$ cat src/rtl/gnn_layer_seq.sv
// ----------------------------------------------------------------------------
// gnn_layer_seq
// Time-multiplexed single GCN layer built around one shared multiplier.
//   out[n][j] = sum_{m in {n} u N(n)} sum_i x[m][i] * w[i][j]
// followed by optional ReLU and saturation (or wrap) to OW signed bits.
//
// Ports
//   clk, rst        : rising-edge clock, synchronous active-high reset
//   in_valid/ready  : input frame handshake (ready only while idle)
//   x_flat          : x[n][i] at bit offset (n*FI+i)*DW, signed
//   w_flat          : w[i][j] at bit offset (i*FO+j)*WW, signed
//   adj             : bit n*N+m set when node m neighbours node n
//   relu_en         : clamp negative results to zero
//   out_valid/ready : output frame handshake
//   out_flat        : out[n][j] at bit offset (n*FO+j)*OW, signed
//   sat_flag        : some result of the frame saturated or wrapped
// ----------------------------------------------------------------------------
module gnn_layer_seq #(
    parameter int N   = 4,
    parameter int FI  = 4,
    parameter int FO  = 2,
    parameter int DW  = 5,
    parameter int WW  = 5,
    parameter int OW  = 21,
    parameter int SAT = 1
) (
    input  logic                  clk,
    input  logic                  rst,
    input  logic                  in_valid,
    output logic                  in_ready,
    input  logic [N*FI*DW-1:0]    x_flat,
    input  logic [FI*FO*WW-1:0]   w_flat,
    input  logic [N*N-1:0]        adj,
    input  logic                  relu_en,
    output logic                  out_valid,
    input  logic                  out_ready,
    output logic [N*FO*OW-1:0]    out_flat,
    output logic                  sat_flag
);

    localparam int NW    = (N  > 1) ? $clog2(N)  : 1;
    localparam int IW    = (FI > 1) ? $clog2(FI) : 1;
    localparam int JW    = (FO > 1) ? $clog2(FO) : 1;
    localparam int ACC_W = DW + WW + $clog2(FI) + $clog2(N) + 1;
    // Sum of up to N features needs clog2(N) extra bits; one more keeps margin.
    localparam int AGG_W = DW + $clog2(N) + 1;
    localparam int PW    = AGG_W + WW;
    // Post-processing width: wide enough for both the accumulator and OW range.
    localparam int EW    = ((ACC_W > OW) ? ACC_W : OW) + 1;

    localparam logic signed [EW-1:0] OMAX = {{(EW-OW+1){1'b0}}, {(OW-1){1'b1}}};
    localparam logic signed [EW-1:0] OMIN = ~OMAX;

    localparam logic [1:0] S_IDLE    = 2'd0;
    localparam logic [1:0] S_COMPUTE = 2'd1;
    localparam logic [1:0] S_DONE    = 2'd2;

    localparam logic [NW-1:0] N_LAST = NW'(N - 1);
    localparam logic [IW-1:0] I_LAST = IW'(FI - 1);
    localparam logic [JW-1:0] J_LAST = JW'(FO - 1);

    // ReLU first, then fit to OW bits. Returns {out_of_range, value}.
    function automatic logic [OW:0] post_proc(input logic signed [ACC_W-1:0] v,
                                              input logic relu);
        logic signed [EW-1:0] e;
        logic [OW:0]          r;
        e = EW'(v);
        if (relu && e[EW-1])
            e = '0;
        if (e > OMAX)
            r = {1'b1, (SAT != 0) ? OMAX[OW-1:0] : e[OW-1:0]};
        else if (e < OMIN)
            r = {1'b1, (SAT != 0) ? OMIN[OW-1:0] : e[OW-1:0]};
        else
            r = {1'b0, e[OW-1:0]};
        return r;
    endfunction

    logic [1:0]               r_state;
    logic [N*FI*DW-1:0]       r_x;
    logic [FI*FO*WW-1:0]      r_w;
    logic [N*N-1:0]           r_adj;
    logic                     r_relu;
    logic [NW-1:0]            r_n;
    logic [JW-1:0]            r_j;
    logic [IW-1:0]            r_i;
    logic signed [ACC_W-1:0]  r_acc;
    logic [N*FO*OW-1:0]       r_shadow;
    logic [N*FO*OW-1:0]       r_out;
    logic                     r_sat;

    logic signed [AGG_W-1:0]  w_agg;
    logic signed [WW-1:0]     w_wt;
    logic signed [PW-1:0]     w_prod;
    logic signed [ACC_W-1:0]  w_acc_next;
    logic [OW:0]              w_post;
    logic [OW-1:0]            w_res;
    logic                     w_flag;
    logic                     w_accept;

    // Neighbourhood aggregation of feature i for the current node; self is
    // always included regardless of the adjacency diagonal.
    always_comb begin
        w_agg = '0;
        for (int m = 0; m < N; m++) begin
            if (m == int'(r_n) || r_adj[int'(r_n)*N + m])
                w_agg = w_agg + AGG_W'($signed(r_x[(m*FI + int'(r_i))*DW +: DW]));
        end
    end

    assign w_wt       = $signed(r_w[(int'(r_i)*FO + int'(r_j))*WW +: WW]);
    assign w_prod     = PW'(w_agg) * PW'(w_wt);
    assign w_acc_next = r_acc + ACC_W'(w_prod);
    assign w_post     = post_proc(w_acc_next, r_relu);
    assign w_res      = w_post[OW-1:0];
    assign w_flag     = w_post[OW];
    assign w_accept   = (r_state == S_IDLE) && in_valid;

    // Operand latches: only loaded on frame accept, so input changes while
    // busy never reach the datapath.
    always_ff @(posedge clk) begin
        if (w_accept) begin
            r_x    <= x_flat;
            r_w    <= w_flat;
            r_adj  <= adj;
            r_relu <= relu_en;
        end
    end

    always_ff @(posedge clk) begin
        if (rst) begin
            r_state  <= S_IDLE;
            r_n      <= '0;
            r_j      <= '0;
            r_i      <= '0;
            r_acc    <= '0;
            r_shadow <= '0;
            r_out    <= '0;
            r_sat    <= 1'b0;
        end else begin
            case (r_state)
                S_IDLE: begin
                    if (in_valid) begin
                        r_n     <= '0;
                        r_j     <= '0;
                        r_i     <= '0;
                        r_acc   <= '0;
                        r_sat   <= 1'b0;
                        r_state <= S_COMPUTE;
                    end
                end
                S_COMPUTE: begin
                    if (r_i == I_LAST) begin
                        r_shadow[(int'(r_n)*FO + int'(r_j))*OW +: OW] <= w_res;
                        r_sat <= r_sat | w_flag;
                        r_acc <= '0;
                        r_i   <= '0;
                        if (r_j == J_LAST) begin
                            r_j <= '0;
                            if (r_n == N_LAST) begin
                                // Publish the frame: shadow plus the final
                                // result, which is not in the shadow yet.
                                r_out <= r_shadow;
                                r_out[(int'(r_n)*FO + int'(r_j))*OW +: OW] <= w_res;
                                r_n     <= '0;
                                r_state <= S_DONE;
                            end else begin
                                r_n <= r_n + NW'(1);
                            end
                        end else begin
                            r_j <= r_j + JW'(1);
                        end
                    end else begin
                        r_acc <= w_acc_next;
                        r_i   <= r_i + IW'(1);
                    end
                end
                S_DONE: begin
                    if (out_ready)
                        r_state <= S_IDLE;
                end
                default: r_state <= S_IDLE;
            endcase
        end
    end

    assign in_ready  = (r_state == S_IDLE);
    assign out_valid = (r_state == S_DONE);
    assign out_flat  = r_out;
    assign sat_flag  = r_sat;

endmodule

$ cat config.mk
export PLATFORM = sky130hd
export DESIGN_NAME = gnn_layer_seq
export DESIGN_NICKNAME = d
export VERILOG_FILES = /design/src/rtl/gnn_layer_seq.sv
export SDC_FILE = /design/constraint.sdc
export NUM_CORES = 1
export LEC_CHECK = 0
export ABC_AREA = 0
export CAP_MARGIN = 10
export CORE_MARGIN = 3
export CORE_UTILIZATION = 35
export CTS_CLUSTER_DIAMETER = 120
export DETAILED_ROUTE_END_ITERATION = 8
export PLACE_DENSITY = 0.58
export SETUP_SLACK_MARGIN = 0.15
export SLEW_MARGIN = 20
export SYNTH_ARGS = -nofsm -noshare
export SYNTH_HDL_FRONTEND = slang
export SYNTH_SLANG_ARGS = --single-unit
$ cat constraint.sdc
create_clock -name clk -period 19 [get_ports clk]
set_clock_uncertainty 0.15 [all_clocks]
set_input_delay 1.9 -clock clk [delete_from_list [all_inputs] [get_ports clk]]
set_output_delay 1.9 -clock clk [all_outputs]
set_load 0.1 [all_outputs]
==> impl_results.md, run 1 <==
* WHS Endpoint: out_flat[11]
* TNS Setup at 0 ns
* Crit-path max cell delay at 0.70 ns
* CTS clk-pin slew, worst paths at 0.06 ns
* Number of hold buffers added after cts at 0
* Placer congestion estimate at 0.789
* Initial Util at 35.7%
* Commonest non-fill, non-tap cell in the layout: dfxtp_1
* Share of cells above drive strength 1 at 7.41%
* GRT Max-Usage Layer: met2
* Yosys top cell area share at 33.8%
* Syn_area_per_cell at 9.71 um2
* Primary FF master, synth: dfxtp_1
* Vias in the first global route at 16.0k
* DR vias at 16.8k
* # IOs at 312
* Critical Path Slowest Stage Cell: buf_6
* Path type of the worst min-delay path: flop to flop
* Area grow syn2layout at 26.0%
* Rel. slew slack at 25.7%
* Largest net degree at the start of global routing at 116
* Core ar. at 0.0596 mm2
* Critical path required time at 19.37 ns
* Fin nets at 2671
* GRT met1 Usage at 24.9%
* Yosys reg bits at 496
* Status: finished clean
* Max-slew violations at 0
* Most frequent cells in the layout: dfxtp_1, nand2_1, clkdlybuf4s50_1, a21oi_1, nor2_1
* DP Wirelength at 40.0 mm
* Final hold violation count at 0
* Max_cap viols at 0
* RSZ-0062 raised after global routing: no
* Routed wire length at 59.3 mm
* Post-Synthesis Net Count at 2433
* Largest cells by area after synthesis: dfxtp_1, edfxtp_1, a21oi_1, nand2_1, nor2_1
* EDFF count, synth at 137
* Total CTS buffers at 52
* Final min period at 11.07 ns
* First-pass detailed-route iteration total at 5
* DRC violations left at 0
* WL/cell at 18.3 um
* Post-cts sizing count at 0
* Clock H-tree levels at 2
* Port buffer count at 311
* Initial antenna violation count at 1
* GRT met2 Usage at 28.7%
* Hold Crit Start: r_shadow[11]
* Reg2reg end: out_flat[154]
* FFs w/ async S/R, synth at 0%
* Chip width at 253 um
* Grt met3 use at 4.20%
* Count of cell types in the netlist at 56
* Vias per inst at 5.18
* ANT cells at 0
* Element type at the critical path end: flop
* Initial DRC count at 1197
* GR Overflow Total at 0
* Max Freq at 90.3 MHz
* Final hold slack at 0.302 ns
* Worst-skew pair later-pin latency at 0.61 ns
* Post-route ant nets at 0
* Worst Path Max Fanout at 115
* Setup Crit Path Kind: flop to flop
* Worst reg2reg startpoint: r_i[0]
* Height of the die at 253 um
* Clock sinks at 496
* First-pass GRT wire length at 91.1 mm
* Hold Crit Depth at 2
* Startpoint Class: flop
* Seq/Total Area, Yosys at 53.1%
* Die area at 0.0638 mm2
* # setup viols final at 0
* Synthesized instance count at 2190
* Synth warnings at 0
* Total track usage at 18.0%
* Largest area contributor in the netlist: dfxtp_1
* Synthesized area at 0.0213 mm2
* Cell count of the worst reg-to-reg path at 39
* Standard-cell row count at 89
* Cell with the most instances on the worst path: ha_1
* Clock buffer depth at 3
* Setup Fix Bufs, Post-CTS at 0
* Worst Path Arrival at 11.44 ns
* Worst-margin pin slew at 1.11 ns
* CTS tree: built
* Fin crit share at 58.3%
* Root Driver: clkbuf_16
* Flop2flop setup slack at 7.93 ns
metrics by stage:
stage	cells	util (%)	setup WS, ns	instance area [um2]
3_3_place_gp	3146	42.0	7.80	25000
6_report	3244	45.0	7.93	26800
2_1_floorplan	2190	-	8.93	21300
4_1_cts	3243	44.9	7.62	26800
3_5_place_dp	3146	42.0	7.66	25000
5_1_grt	3244	45.0	6.95	26800
routing by layer:
metal	part of all wire, %	vias up	wire (um)
met3	7.5	69	4430
met5	0.022	-	13
met2	46	510	27200
met1	45	8124	26600
li1	-	8099	-
met4	1.7	2	1030
cells in the mapped netlist (2+ instances only):
cell      instances
dfxtp_1         359
a21oi_2           2
nor4_1            2
inv_1            56
edfxtp_1        137
buf_1             8
xnor3_1           2
or3_1             2
xnor2_1          17
o21a_1            7
mux2_2            6
nor2b_1          12
o21bai_1          3
nor3b_1           2
o211ai_1          4
buf_6             2
ha_1             63
nand3_1         126
nand2b_1         18
nor2_1          238
clkbuf_1        129
o21ai_0          21
buf_2             7
nand2_1         351
mux4_2           34
a22oi_1          41
fa_1             39
mux2i_1          10
buf_4            11
a211o_1           2
xor2_1            9
nor3_1           29
nand3b_1          7
a221oi_1         20
a311oi_1          2
a21oi_1         309
a21o_1            5
a211oi_1         63
or2_2            12
and2_1            5
and3_1            3
flip-flops by register name, summed over array words and instances, names as in the netlist:
register	cells
r_w	40
r_acc	15
r_n	2
r_adj	16
r_j	1
r_relu	1
r_i	2
sat_flag	1
r_shadow	168
r_state	2
r_x	80
out_flat	168
cells by family (layout without fill, tap and decap cells):
| kind of cell | count (synthesis) | after routing | synth area share [%] |
|---|---|---|---|
| XOR/XNOR | 28 | 28 | 1.28 |
| flip-flops | 496 | 496 | 53.1 |
| adder cells (fa/ha/maj) | 102 | 102 | 7.38 |
| AND/OR/NAND/NOR | 813 | 813 | 16.2 |
| multiplexers | 51 | 51 | 4.49 |
| buffers and inverters | 213 | 494 | 4.06 |
| AO/OA/AOI/OAI | 487 | 487 | 13.5 |
worst max-delay path, delay by kind of cell, from the launching register on:
| family | cells | cell delay [ns] |
|---|---|---|
| compound gates | 12 | 2.12 |
| xor+xnor | 4 | 1.14 |
| fa+ha+maj | 8 | 3.26 |
| buf+inv | 7 | 1.95 |
| flops | 1 | 0.31 |
| mux | 3 | 1.05 |
| simple gates | 5 | 0.85 |
worst max-delay path by stage:
| stage | slack, ns | endpoint | from |
|---|---|---|---|
| after CTS | 7.62 | out_flat[111] | r_n[0] |
| after global routing | 6.95 | out_flat[69] | r_n[0] |
| after detailed placement | 7.66 | out_flat[111] | r_n[0] |
| final | 7.93 | out_flat[154] | r_i[0] |
| after global placement | 7.80 | out_flat[111] | r_n[0] |
| after floorplan | 8.93 | out_flat[35] | r_i[0] |
final cells by class:
| type | count | area, um2 |
|---|---|---|
| Tap cell | 773 | 967 |
| Inverter | 56 | 210 |
| Clock buffer | 78 | 1490 |
| Timing Repair Buffer | 341 | 3370 |
| Multi-Input combinational cell | 1481 | 9210 |
| Clock inverter | 19 | 258 |
| Fill cell | 5574 | 32800 |
| Sequential cell | 496 | 11300 |
Power of run 1 is not shown: default switching activity piles up to over one toggle a cycle in this logic, so the estimate is an artifact.
==> run 2: changes to the inputs <==
clock period = 11.6 ns   (was 19 ns; I/O delays follow)
==> impl_results.md, run 2 (synthesized netlist as in run 1, its figures left out) <==
* Status: finished clean
* Standard-cell row count at 89 (unchanged)
* Critical path destination: out_flat[25]
* Crit path from: r_n[0]
* Die area at 0.0638 mm2 (unchanged)
* Share of cells above drive strength 1 at 7.60% (+0.20 points)
* WL/cell at 18.4 um (+0.90%)
* Core ar. at 0.0596 mm2 (unchanged)
* DR WL met3 at 4.98 mm (+12%)
* M1 wire length at 26.3 mm (-1.2%)
* Largest net degree at the start of global routing at 161 (+39%)
* TNS Setup at 0 ns (unchanged)
* Post-route ant nets at 0 (unchanged)
* Clock H-tree levels at 2 (unchanged)
* Fin crit share at 92.2% (+34 points)
* Fin nets at 2673 (+0.075%)
* Max_cap viols at 0 (unchanged)
* GR Overflow Total at 0 (unchanged)
* Startpoint Class: flop
* Critical path required time at 11.87 ns (-7.50 ns)
* CTS tree: built
* Chip width at 253 um (unchanged)
* Area grow syn2layout at 26.2%
* Setup Crit Path Kind: flop to flop
* CP bufs+invs at 5 (-2)
* DR vias at 16.7k (-0.87%)
* Max-slew violations at 0 (unchanged)
* DP Wirelength at 40.9 mm (+2.3%)
* Final min period at 10.69 ns (-0.380 ns)
* Flop2flop setup slack at 0.91 ns (-7.02 ns)
* Final hold violation count at 0 (unchanged)
* Initial DRC count at 1275 (+6.5%)
* RSZ-0062 raised after global routing: no
* Worst-margin pin slew at 1.17 ns (+0.0541 ns)
* Initial Util at 35.7% (unchanged)
* Placer congestion estimate at 0.788 (about the same)
* Vias per inst at 5.13 (-0.96%)
* Cell count of the worst reg-to-reg path at 39 (unchanged)
* # IOs at 312 (unchanged)
* Path type of the worst min-delay path: flop to flop
* DRC violations left at 0 (unchanged)
* Cell with the most instances on the worst path: o21ai_0
* Delay-heaviest family, CP: adder cells
* Max Freq at 93.5 MHz (+3.6%)
* First-pass detailed-route iteration total at 5 (unchanged)
* CP Depth at 39 (unchanged)
* CTS clk-pin slew, worst paths at 0.06 ns (about the same)
* Worst reg2reg startpoint: r_n[0]
* Met2 routed WL at 27.2 mm (-0.15%)
* Number of hold buffers added after cts at 0 (unchanged)
* # setup viols final at 0 (unchanged)
* Most frequent cells in the layout: dfxtp_1, nand2_1, clkdlybuf4s50_1, a21oi_1, nor2_1
* Vias in the first global route at 16.3k (+1.8%)
* Height of the die at 253 um (unchanged)
* Clock buffer depth at 3 (unchanged)
* Critical Path Slowest Stage Cell: mux4_2
* Rel. slew slack at 22.0% (-3.8 points)
* Crit-path max cell delay at 0.61 ns (-0.09 ns)
* Port buffer count at 311 (unchanged)
* Initial antenna violation count at 1 (unchanged)
* Worst-skew pair later-pin latency at 0.60 ns (about the same)
* Total CTS buffers at 52 (unchanged)
* Root Driver: clkbuf_16
* Element type at the critical path end: flop
* Worst Path Max Fanout at 8 (-93%)
* Routed wire length at 59.9 mm (+1.0%)
* Worst Path Arrival at 10.96 ns (-0.48 ns)
* Clock sinks at 496 (unchanged)
* DR top layer: met5
* First-pass GRT wire length at 93.0 mm (+2.1%)
* Reg2reg end: out_flat[25]
* Total track usage at 18.4% (+0.40 points)
* Commonest non-fill, non-tap cell in the layout: dfxtp_1
-- run 2: area by class of cell --
class                           instances  area (um2)
Clock buffer                           71        1450
Clock inverter                         26         302
Multi-Input combinational cell       1481        9210
Antenna cell                            1        2.50
Fill cell                            5613       32700
Timing Repair Buffer                  343        3410
Tap cell                              773         967
Sequential cell                       496       11300
Inverter                               56         210
-- run 2: worst reg2reg max path, delay by kind of cell, from the launching register on --
kind	cells	cell delay (ns)
flip-flops	1	0.54
AND/OR/NAND/NOR	6	0.88
XOR/XNOR	3	1.11
adder cells (fa/ha/maj)	8	3.31
multiplexers	3	1.14
AO/OA/AOI/OAI	14	2.71
buffers and inverters	5	0.64
-- run 2: stage by stage --
| step | cell area [um2] | hold WS [ns] | instances | util (%) | setup WS [ns] |
|---|---|---|---|---|---|
| after detailed placement | 25000 | 0.295 | 3144 | 42.0 | 0.798 |
| after global routing | 26900 | 0.322 | 3246 | 45.1 | 0.160 |
| after floorplan | 21300 | 0.282 | 2190 | - | 1.53 |
| after CTS | 26800 | 0.304 | 3241 | 44.9 | 0.768 |
| final | 26900 | 0.298 | 3247 | 45.1 | 0.909 |
| after global placement | 25000 | 0.288 | 3144 | 42.0 | 1.04 |
-- run 2: how the worst min path moves through the flow --
stage / from / to / slack, ns / cells after the start
after floorplan: r_acc[7] / r_acc[7] / 0.28 / 2
after global placement: r_shadow[149] / r_shadow[149] / 0.29 / 2
after detailed placement: r_shadow[128] / r_shadow[128] / 0.30 / 2
after CTS: r_shadow[73] / r_shadow[73] / 0.30 / 2
after global routing: out_flat[59] / out_flat[59] / 0.32 / 2
final: r_shadow[14] / out_flat[14] / 0.30 / 2
-- run 2: metal layers --
metal / GRT usage [%] / vias to the layer above
met5: 0 / -
met4: 5.19 / 2
met3: 5.36 / 86
met2: 28.8 / 478
met1: 24.9 / 7997
li1: - / 8095
-- run 2: repair_timing --
action                                  4_1_cts  5_1_grt
endpoints found under the setup margin        0       26
resized for setup                             0        1
setup buffers                                 0        3
Power of run 2 is left out for the same reason.
